===== src/rtl/cache_mem_responder.sv =====
// Memory-side responder for the cache miss path: optional write-back, optional line fill, then a held response.
// Each memory phase lasts LATENCY cycles; a single request is in flight and the response stalls until resp_ready.
module cache_mem_responder #(
    parameter int TAG_W   = 3,
    parameter int IDX_W   = 2,
    parameter int DATA_W  = 3,
    parameter int LATENCY = 2
) (
    input  logic              clk,
    input  logic              reset,
    input  logic              req_valid,
    output logic              req_ready,
    input  logic              req_wb,
    input  logic              req_fill,
    input  logic [TAG_W-1:0]  wb_tag,
    input  logic [IDX_W-1:0]  wb_index,
    input  logic [DATA_W-1:0] wb_data,
    input  logic [TAG_W-1:0]  fill_tag,
    input  logic [IDX_W-1:0]  fill_index,
    output logic              resp_valid,
    input  logic              resp_ready,
    output logic [DATA_W-1:0] resp_data,
    output logic              busy,
    output logic [7:0]        wb_count,
    output logic [7:0]        fill_count
);
    localparam int AW    = TAG_W + IDX_W;
    localparam int DEPTH = 1 << AW;
    localparam int CW    = (LATENCY > 1) ? $clog2(LATENCY) : 1;

    localparam logic [1:0] S_IDLE = 2'd0;
    localparam logic [1:0] S_WB   = 2'd1;
    localparam logic [1:0] S_FILL = 2'd2;
    localparam logic [1:0] S_RESP = 2'd3;

    logic [1:0]        state;
    logic [CW-1:0]     cnt;
    logic [DATA_W-1:0] mem [DEPTH];
    logic              cap_fill;
    logic [AW-1:0]     wb_addr;
    logic [AW-1:0]     fill_addr;
    logic [DATA_W-1:0] wb_dat_q;
    logic              accept;

    assign req_ready  = (state == S_IDLE);
    assign resp_valid = (state == S_RESP);
    assign busy       = (state != S_IDLE);
    assign accept     = req_valid && req_ready;

    always_ff @(posedge clk or posedge reset) begin
        if (reset) begin
            state      <= S_IDLE;
            cnt        <= '0;
            resp_data  <= '0;
            wb_count   <= '0;
            fill_count <= '0;
            cap_fill   <= 1'b0;
            wb_addr    <= '0;
            fill_addr  <= '0;
            wb_dat_q   <= '0;
            // Backing store powers up with each word holding the low bits of its own address.
            for (int i = 0; i < DEPTH; i++) begin
                mem[i] <= DATA_W'(i);
            end
        end else begin
            case (state)
                S_IDLE: begin
                    if (accept) begin
                        cap_fill  <= req_fill;
                        wb_addr   <= {wb_tag, wb_index};
                        fill_addr <= {fill_tag, fill_index};
                        wb_dat_q  <= wb_data;
                        if (req_wb)   wb_count   <= wb_count + 8'd1;
                        if (req_fill) fill_count <= fill_count + 8'd1;
                        if (!req_fill) resp_data <= '0;
                        if (req_wb) begin
                            state <= S_WB;
                            cnt   <= CW'(LATENCY - 1);
                        end else if (req_fill) begin
                            state <= S_FILL;
                            cnt   <= CW'(LATENCY - 1);
                        end else begin
                            state <= S_RESP;
                        end
                    end
                end
                S_WB: begin
                    if (cnt == '0) begin
                        mem[wb_addr] <= wb_dat_q;
                        if (cap_fill) begin
                            state <= S_FILL;
                            cnt   <= CW'(LATENCY - 1);
                        end else begin
                            state <= S_RESP;
                        end
                    end else begin
                        cnt <= cnt - 1'b1;
                    end
                end
                S_FILL: begin
                    // The write-back phase has already committed, so a same-address fill sees the new data.
                    if (cnt == '0) begin
                        resp_data <= mem[fill_addr];
                        state     <= S_RESP;
                    end else begin
                        cnt <= cnt - 1'b1;
                    end
                end
                default: begin
                    if (resp_ready) state <= S_IDLE;
                end
            endcase
        end
    end
endmodule


===== config.mk =====
export PLATFORM = sky130hd
export DESIGN_NAME = cache_mem_responder
export DESIGN_NICKNAME = d
export VERILOG_FILES = /design/src/rtl/cache_mem_responder.sv
export SDC_FILE = /design/constraint.sdc
export NUM_CORES = 1
export LEC_CHECK = 0
export CORE_ASPECT_RATIO = 1.4
export CORE_MARGIN = 8
export CORE_UTILIZATION = 45
export CTS_CLUSTER_SIZE = 30
export DETAILED_ROUTE_END_ITERATION = 12
export GPL_TIMING_DRIVEN = 0
export PLACE_DENSITY = 0.66
export SYNTH_ARGS = -nofsm -noshare
export SYNTH_HDL_FRONTEND = slang
export SYNTH_SLANG_ARGS = --single-unit
export TNS_END_PERCENT = 5

===== constraint.sdc =====
create_clock -name clk -period 5.2 [get_ports clk]
set_input_delay 1.56 -clock clk [delete_from_list [all_inputs] [get_ports clk]]
set_output_delay 1.56 -clock clk [all_outputs]
set_load 0.01 [all_outputs]

# Word-level counts from Yosys, hierarchy flattened
# Index checks and enable logic that the tools add are counted.
[word_totals]
ff_bits = 132
latchBits = 0
mem_bits_rw = 0
rom_bits = 0
input_bits = 19
output_inout_bits = 22
n_memories = 0
[op_classes]
n_addsub = 3
mul = 0
n_div = 0
magnitude_cmp = 3
eq_ne = 8
shift = 0
n_mux = 25
bitwise_logic = 3
reduce_logical = 14
[op_table]
columns = ["op", "count"]
rows = [
  ["96-bit bitwise mux", 1],
  ["3-bit 2-to-1 mux", 6],
  ["8-bit by 1-bit adder with 8-bit output, second input constant", 2],
  ["3-bit binary-select mux with 5-bit select", 1],
  ["3-bit demux with 5-bit select", 1],
  ["6-bit greater-or-equal comparator, second input constant", 2],
  ["5-bit inverter with 6-bit output", 2],
  ["2-bit 2-to-1 mux", 5],
  ["3-bit AND reduction", 3],
  ["1-bit 2-to-1 mux", 8],
  ["4-bit AND reduction", 2],
  ["6-bit by 1-bit < comparator with 1-bit output, second input constant", 1],
  ["2-bit inequality test, second input constant", 3],
  ["2-bit case mux with 3 select lines", 1],
  ["3-bit case mux with 2 select lines", 1],
  ["2-bit == test, second input constant", 2],
  ["2-bit AND reduction", 2],
  ["2-bit nonzero test", 2],
  ["4-bit nonzero test", 1],
  ["3-bit by 1-bit inequality test with 1-bit output, second input constant", 1],
  ["1-bit case mux with 3 select lines", 1],
  ["3-bit nonzero test", 1],
  ["2-bit by 1-bit == test with 1-bit output, second input constant", 1],
  ["1-bit logical AND", 2],
  ["4 further kinds", 4],
]

# Depth between registers and ports, before layout
# Gate-level depths: netlist of the first run.
[depth]
word_depth = 6
mapped_depth = 8
ltp_nobuf = 7

# Worst setup path after synthesis of the first run
# Ideal clock, no wire load.
[synth_path]
kind = "input port to flip-flop"
start = "in req_valid"
end = "reg wb_count[7]"
t_arrival_ns = 2.524
required_ns = 5.121
slack_ns = 2.597
stages = 6
cell_sequence = "and4_1 clkbuf_1 and3_1 nand4_1 nor2_1 xor2_1"
[synth_via]
elab_chain_len = 2
[synth_lines]
columns = ["item", "line_no", "rtl"]
rows = [
  ["start: declaration", "11", "input logic req_valid,"],
  ["1-bit logical AND", "48", "assign accept = req_valid && req_ready;"],
  ["3-bit AND reduction (no source line)", "n/a", ""],
  ["end signal: assignment", "73", "if (req_wb) wb_count <= wb_count + 8'd1;"],
  ["end: declaration", "24", "output logic [7:0] wb_count,"],
]
# Every way passes these cells.
# A chain may end at the register's enable or synchronous reset.

# Final worst setup path of the first run
[layout_path]
start = "reg state[0]"
end = "out busy"
[layout_via]
elab_chain_len = 1
[layout_lines]
columns = ["item", "line_no", "rtl"]
rows = [
  ["start: declaration", "36", "logic [1:0] state;"],
  ["start signal: assignment", "52", "state <= S_IDLE;"],
  ["start signal: assignment", "77", "state <= S_WB;"],
  ["start signal: assignment", "80", "state <= S_FILL;"],
  ["2-bit nonzero test", "47", "assign busy = (state != S_IDLE);"],
  ["end: declaration", "23", "output logic busy,"],
]
# Every way passes these cells.

==> results of run 1 <==
## final cells by class
type | count | area (µm²)
tap | 185 | 231
timing repair buffer | 41 | 428
sequential | 132 | 3360
buffer | 23 | 135
clock inverter | 11 | 110
multi-input combinational | 307 | 2770
clock buffer | 21 | 450
inverter | 7 | 31.3
fill | 1203 | 6260
## final timing paths
| check | startpoint | end | slack (ns) |
|---|---|---|---|
| setup / recovery | state[0] | busy | 1.78 |
| hold / removal | wb_count[7] | wb_count[7] | 0.47 |
| setup reg to reg | state[1] | mem[41] | 2.65 |
| hold reg to reg | wb_count[7] | wb_count[7] | 0.47 |
| max in group asynchronous | reset | mem[11] | 2.84 |
| min in group asynchronous | reset | fill_count[2] | 1.59 |
## state kept, by name, summed over array words and instances, names as in the netlist
signal and flops:
state 2, resp_data 3, mem 96, fill_count 8
wb_count 8, cnt 1, cap_fill 1, wb_dat_q 3
fill_addr 5, wb_addr 5
## power by group
group          switching (W)  internal [W]
Clock               0.000426      0.000711
Sequential          0.000259       0.00154
Combinational       0.000823      0.000785
## Yosys cell counts (all sizes together), types with 3 or more instances
cell type and count:
a211oi 7, a21oi 11, a221oi 8, and3 4, buf 9, clkbuf 14, dfrtp 84, dfstp 48
ha 8, inv 7, mux2 115, mux2i 19, mux4 12, nand2 34, nand2b 3, nand3 6
nand3b 3, nand4 4, nor2 24, nor2b 11, nor3 3, nor3b 4, o21ai 3, o41ai 3
xnor2 9, xor2 5
## cell families after synthesis
kind of cell / Yosys count
multiplexers: 146
flip-flops: 132
AND/OR/NAND/NOR: 100
AO/OA/AOI/OAI: 39
buffers and inverters: 30
XOR/XNOR: 14
adder cells (fa/ha/maj): 8
## critical path: stages, from the launching register on
cell and delay (ns):
dfrtp_1 0.42, inv_1 0.11, ha_1 0.30, inv_1 0.08, clkdlybuf4s50_1 0.53
## layer usage
layer / up-vias / wire [µm] / global-route usage (%)
met4: 0 / 467 / 7.87
met2: 119 / 7470 / 29.6
li1: 1823 / - / -
met5: - / 0 / 0
met1: 1995 / 6050 / 20.1
met3: 28 / 656 / 5.15
## stage by stage
stage          utilization, %  std cells  setup WS, ns
6_report                 54.6        727          1.78
5_1_grt                  54.6        727          1.67
4_1_cts                  54.6        727          1.76
3_5_place_dp             50.5        695          1.52
3_3_place_gp             50.3        694         -1.50
2_1_floorplan               -        469         0.193
==> impl_metrics.json, run 1 <==
{
  "endpoint_kind": "output port",
  "syn-num-nets": 496,
  "via_per_inst": 5.45,
  "via_count": 3965,
  "first_pass_iters": 7,
  "slew_headroom_pct": 29.3,
  "placed_cell_area_mm2": 0.00696,
  "antenna_cells": 0,
  "synth_edf_count": 0,
  "cts-buffers-inserted": 17,
  "wl_per_cell_um": 20.1,
  "synth_xor_xnor_area_share_pct": 1.95,
  "clock_sinks": 132,
  "hold_path.class": "reg -> reg",
  "cts-root-buf": "clkbuf_16",
  "final-max-slew-violation-count": 0,
  "fin_tns_setup_ns": 0,
  "initial_utilization_pct": 45.7,
  "cp.arrival_ns": 1.86,
  "status": "completed",
  "grt_pass1_vias": 4320,
  "cts.hold.buffers_added": 0,
  "layout_common_cells": "mux2_2, dfrtp_1, dfstp_2",
  "grt_util_all_layers_pct": 17.6,
  "worstSetupStartpointType": "flop",
  "fin_nets": 556,
  "yosys.area_share.simple_pct": 7.65,
  "yosys_warnings": 0,
  "yosysTopAreaCellShare_pct": 33.4,
  "clk_pin_slew_ns": 0.06,
  "drtIter0Drc": 167,
  "synthTopCellsByArea": "dfrtp_1, mux2_2, dfstp_2",
  "tightest_slew_ns": 1.06,
  "port_buffers": 40,
  "fin_skew_ns": 0.00542,
  "die_area_mm2": 0.0181,
  "power_w": 0.00454,
  "required_ns": 3.64,
  "grt_pass1_wl_um": 23700,
  "drcViolationCount": 0,
  "hold_slack_ns": 0.468,
  "maxCapViolCount": 0,
  "p_per_area_mw_per_mm2": 603,
  "fin_crit_sh_pct": 65.7,
  "grt_start_max_net_pins": 73,
  "die_h_um": 156,
  "layout_commonest_cell": "mux2_2",
  "ys_ff_latch": 132,
  "rr_worst_depth": 6,
  "worstSkewPairLatency_ns": 0.41,
  "synth_compound_area_share_pct": 4.45,
  "drive_gt1_share_pct": 38.0,
  "hold_viol_final": 0,
  "yosysTopAreaCell": "dfrtp_1",
  "peakVddDrop_v": 0.000370,
  "synth_top_family_by_area": "multiplexers",
  "hold_depth": 1,
  "die_w_um": 116,
  "synth_area_per_cell_um2": 13.4,
  "cts-resized-gates": 0,
  "p_leak_nw": 3.32,
  "ys.flop_type": "dfrtp_1",
  "synthCells": 469,
  "yosysUniqueCellTypes": 42,
  "cp_max_fo": 8,
  "grt_antenna_before_repair": 0,
  "synthMuxAreaShare_pct": 28.4,
  "synth-async-reset-ratio_pct": 100,
  "post_cts_buffers": 0,
  "hpwlAfterDp_um": 10400,
  "design_area_mm2": 0.00752,
  "synth_area_mm2": 0.00630,
  "ant_nets": 0,
  "critPathKind": "reg -> out",
  "core_mm2": 0.0138,
  "grt_overflow_total": 0,
  "clock.fmax_mhz": 293,
  "grt_setup_unrepaired": "false",
  "ys_seq_area_share_pct": 53.4,
  "areaGrowthSynthToFinish_pct": 19.4,
  "num_rows": 51,
  "cts_tree": "built",
  "clockBufferDepth": 2,
  "io_pins": 41,
  "place.gp.congestion": 0.869,
  "h-tree-depth": 4,
  "fin_crit_ns": 3.42,
  "wl_um": 14600,
  "finalSetupViolations": 0,
  "synth_fa_ha_area_share_pct": 1.59
}
Power figures use the tool's default switching activity.
==> inputs of run 2 (changes only) <==
- clock period: 5.2 -> 3 ns (I/O delays scaled with it)
==> run 2 against run 1 <==
Register-to-register slack got worse by 2.0 ns. Via count increased by 0.33%. Count of clock-buffer cells in the layout increased by 2. Routed wire length decreased by 0.41%. Critical path depth unchanged. Core utilization increased by 0.55 points. Global-route usage about the same. Power increased by 77%. Largest power group unchanged. Setup slack got worse by 1.6 ns. Flip-flop and latch count unchanged. Clock skew increased by 0.0015 ns. Combinational power increased by 74%.
==> impl_metrics.json, run 2 (synthesis results as in run 1) <==
{
  "status": "completed",
  "critPathKind": "reg -> out",
  "initial_utilization_pct": 45.7,
  "die_w_um": 116,
  "die_area_mm2": 0.0181,
  "grt_start_max_net_pins": 45,
  "cts_tree": "built",
  "wl_um": 14600,
  "required_ns": 2.10,
  "p_leak_nw": 3.34,
  "drive_gt1_share_pct": 38.2,
  "rr_worst_depth": 5,
  "clock.fmax_mhz": 361,
  "via_count": 3978,
  "crit_buf_inv": 3,
  "cts.hold.buffers_added": 0,
  "first_pass_iters": 4,
  "fin_cells": 729,
  "h-tree-depth": 4,
  "slew_headroom_pct": 42.6,
  "drtIter0Drc": 121,
  "worstSkewPairLatency_ns": 0.41,
  "io_pins": 41,
  "cp_top_family": "buffers and inverters",
  "clockBufferDepth": 2,
  "place.gp.congestion": 0.864,
  "hold_viol_final": 0,
  "clock_sinks": 132,
  "worstSetupStartpointType": "flop",
  "fin_skew_ns": 0.00691,
  "crit_end": "busy",
  "final-max-slew-violation-count": 0,
  "grt_util_all_layers_pct": 17.6,
  "r2r-end": "wb_dat_q[1]",
  "regMostFlops": "mem",
  "layout_common_cells": "mux2_2, dfrtp_1, dfstp_2",
  "fillers": 1178,
  "top_regs": "mem: 96 flops, fill_count: 8 flops, wb_count: 8 flops",
  "fin_crit_ns": 2.77,
  "fin_util_pct": 55.1,
  "place_inst": 697,
  "areaGrowthSynthToFinish_pct": 20.7,
  "cts-root-buf": "clkbuf_16",
  "grt_pass1_wl_um": 23900,
  "post_cts_buffers": 0,
  "port_buffers": 40,
  "cp_max_fo": 8,
  "fin_nets": 558,
  "cts-buffers-inserted": 17,
  "rrSetupSlack_ns": 0.64,
  "cp_common_cell": "inv_1",
  "hpwlAfterDp_um": 10600,
  "startpoint": "state[0]",
  "num_rows": 51,
  "largest_reg_flops": 96,
  "peakVddDrop_v": 0.000723,
  "tightest_slew_ns": 0.861,
  "place_ws_ns": 0.0749,
  "via_per_inst": 5.46,
  "endpoint_kind": "output port",
  "clk_pin_slew_ns": 0.06,
  "finalSetupViolations": 0,
  "cts-resized-gates": 0,
  "ant_nets": 0,
  "p_per_area_mw_per_mm2": 1050,
  "cp.arrival_ns": 1.87,
  "wl_per_cell_um": 20.0,
  "grt_antenna_before_repair": 0,
  "cpMaxStageDelayCell": "clkdlybuf4s50_1",
  "antenna_cells": 0,
  "fin_crit_sh_pct": 92.4,
  "crit_cells": 4,
  "core_mm2": 0.0138,
  "crit_chain": "inv_1 > ha_1 > inv_1 > clkdlybuf4s50_1",
  "die_h_um": 156,
  "critPathMaxStageDelay_ns": 0.53,
  "grt_pass1_vias": 4402,
  "layout_commonest_cell": "mux2_2",
  "reg2reg_from": "state[0]",
  "drcViolationCount": 0,
  "setup_slack_ns": 0.229,
  "grt_overflow_total": 0,
  "hold_path.class": "reg -> reg",
  "maxCapViolCount": 0,
  "grt_setup_unrepaired": "false",
  "power_w": 0.00802
}
-- run 2: cell count changes in the layout (fill, tap and decap cells not counted), moves of 2 or more --
| cell | before | now |
|---|---|---|
| clkinv_2 | 7 | 3 |
| buf_12 | 1 | 4 |
| clkbuf_8 | 1 | 3 |
| clkinvlp_4 | 2 | 4 |
-- run 2: worst min path at each step --
stage,start,endpoint,slack [ns],cells past startpoint
floorplan,cap_fill,cap_fill,0.47,2
global placement,wb_count[7],wb_count[7],0.46,1
detailed placement,wb_count[7],wb_count[7],0.46,1
CTS,wb_count[7],wb_count[7],0.47,1
global route,wb_count[7],wb_count[7],0.49,1
finish,wb_count[7],wb_count[7],0.46,1
-- run 2: metal layers --
metal,vias to the layer above,routed length (µm),global-route usage [%]
met5,-,0,0
met4,0,373,7.63
met3,25,547,4.49
met2,87,7620,30.7
met1,2045,6040,19.6
li1,1821,-,-
-- run 2: layout make-up --
cell class / count / area (µm²) / area share (%)
multi-input cells: 307 / 2770 / 36.5
clock buffers: 23 / 478 / 6.29
well taps: 185 / 231 / 3.05
repair buffers: 43 / 460 / 6.06
clock inverters: 9 / 128 / 1.68
flip-flops and latches: 132 / 3360 / 44.3
plain buffers: 23 / 135 / 1.78
inverters: 7 / 30.0 / 0.395
-- run 2: power by group --
group / switching (W) / internal [W]
clock network: 0.000743 / 0.00137
registers: 0.000445 / 0.00266
logic: 0.00143 / 0.00137
-- run 2: stage by stage --
| stage | hold slack, ns | setup TNS (ns) | instance area [µm²] |
|---|---|---|---|
| after floorplan | 0.469 | 0 | 6300 |
| after global placement | 0.459 | -54.87 | 6930 |
| after detailed placement | 0.458 | 0 | 6990 |
| after CTS | 0.470 | 0 | 7600 |
| after global routing | 0.493 | 0 | 7600 |
| final | 0.461 | 0 | 7600 |
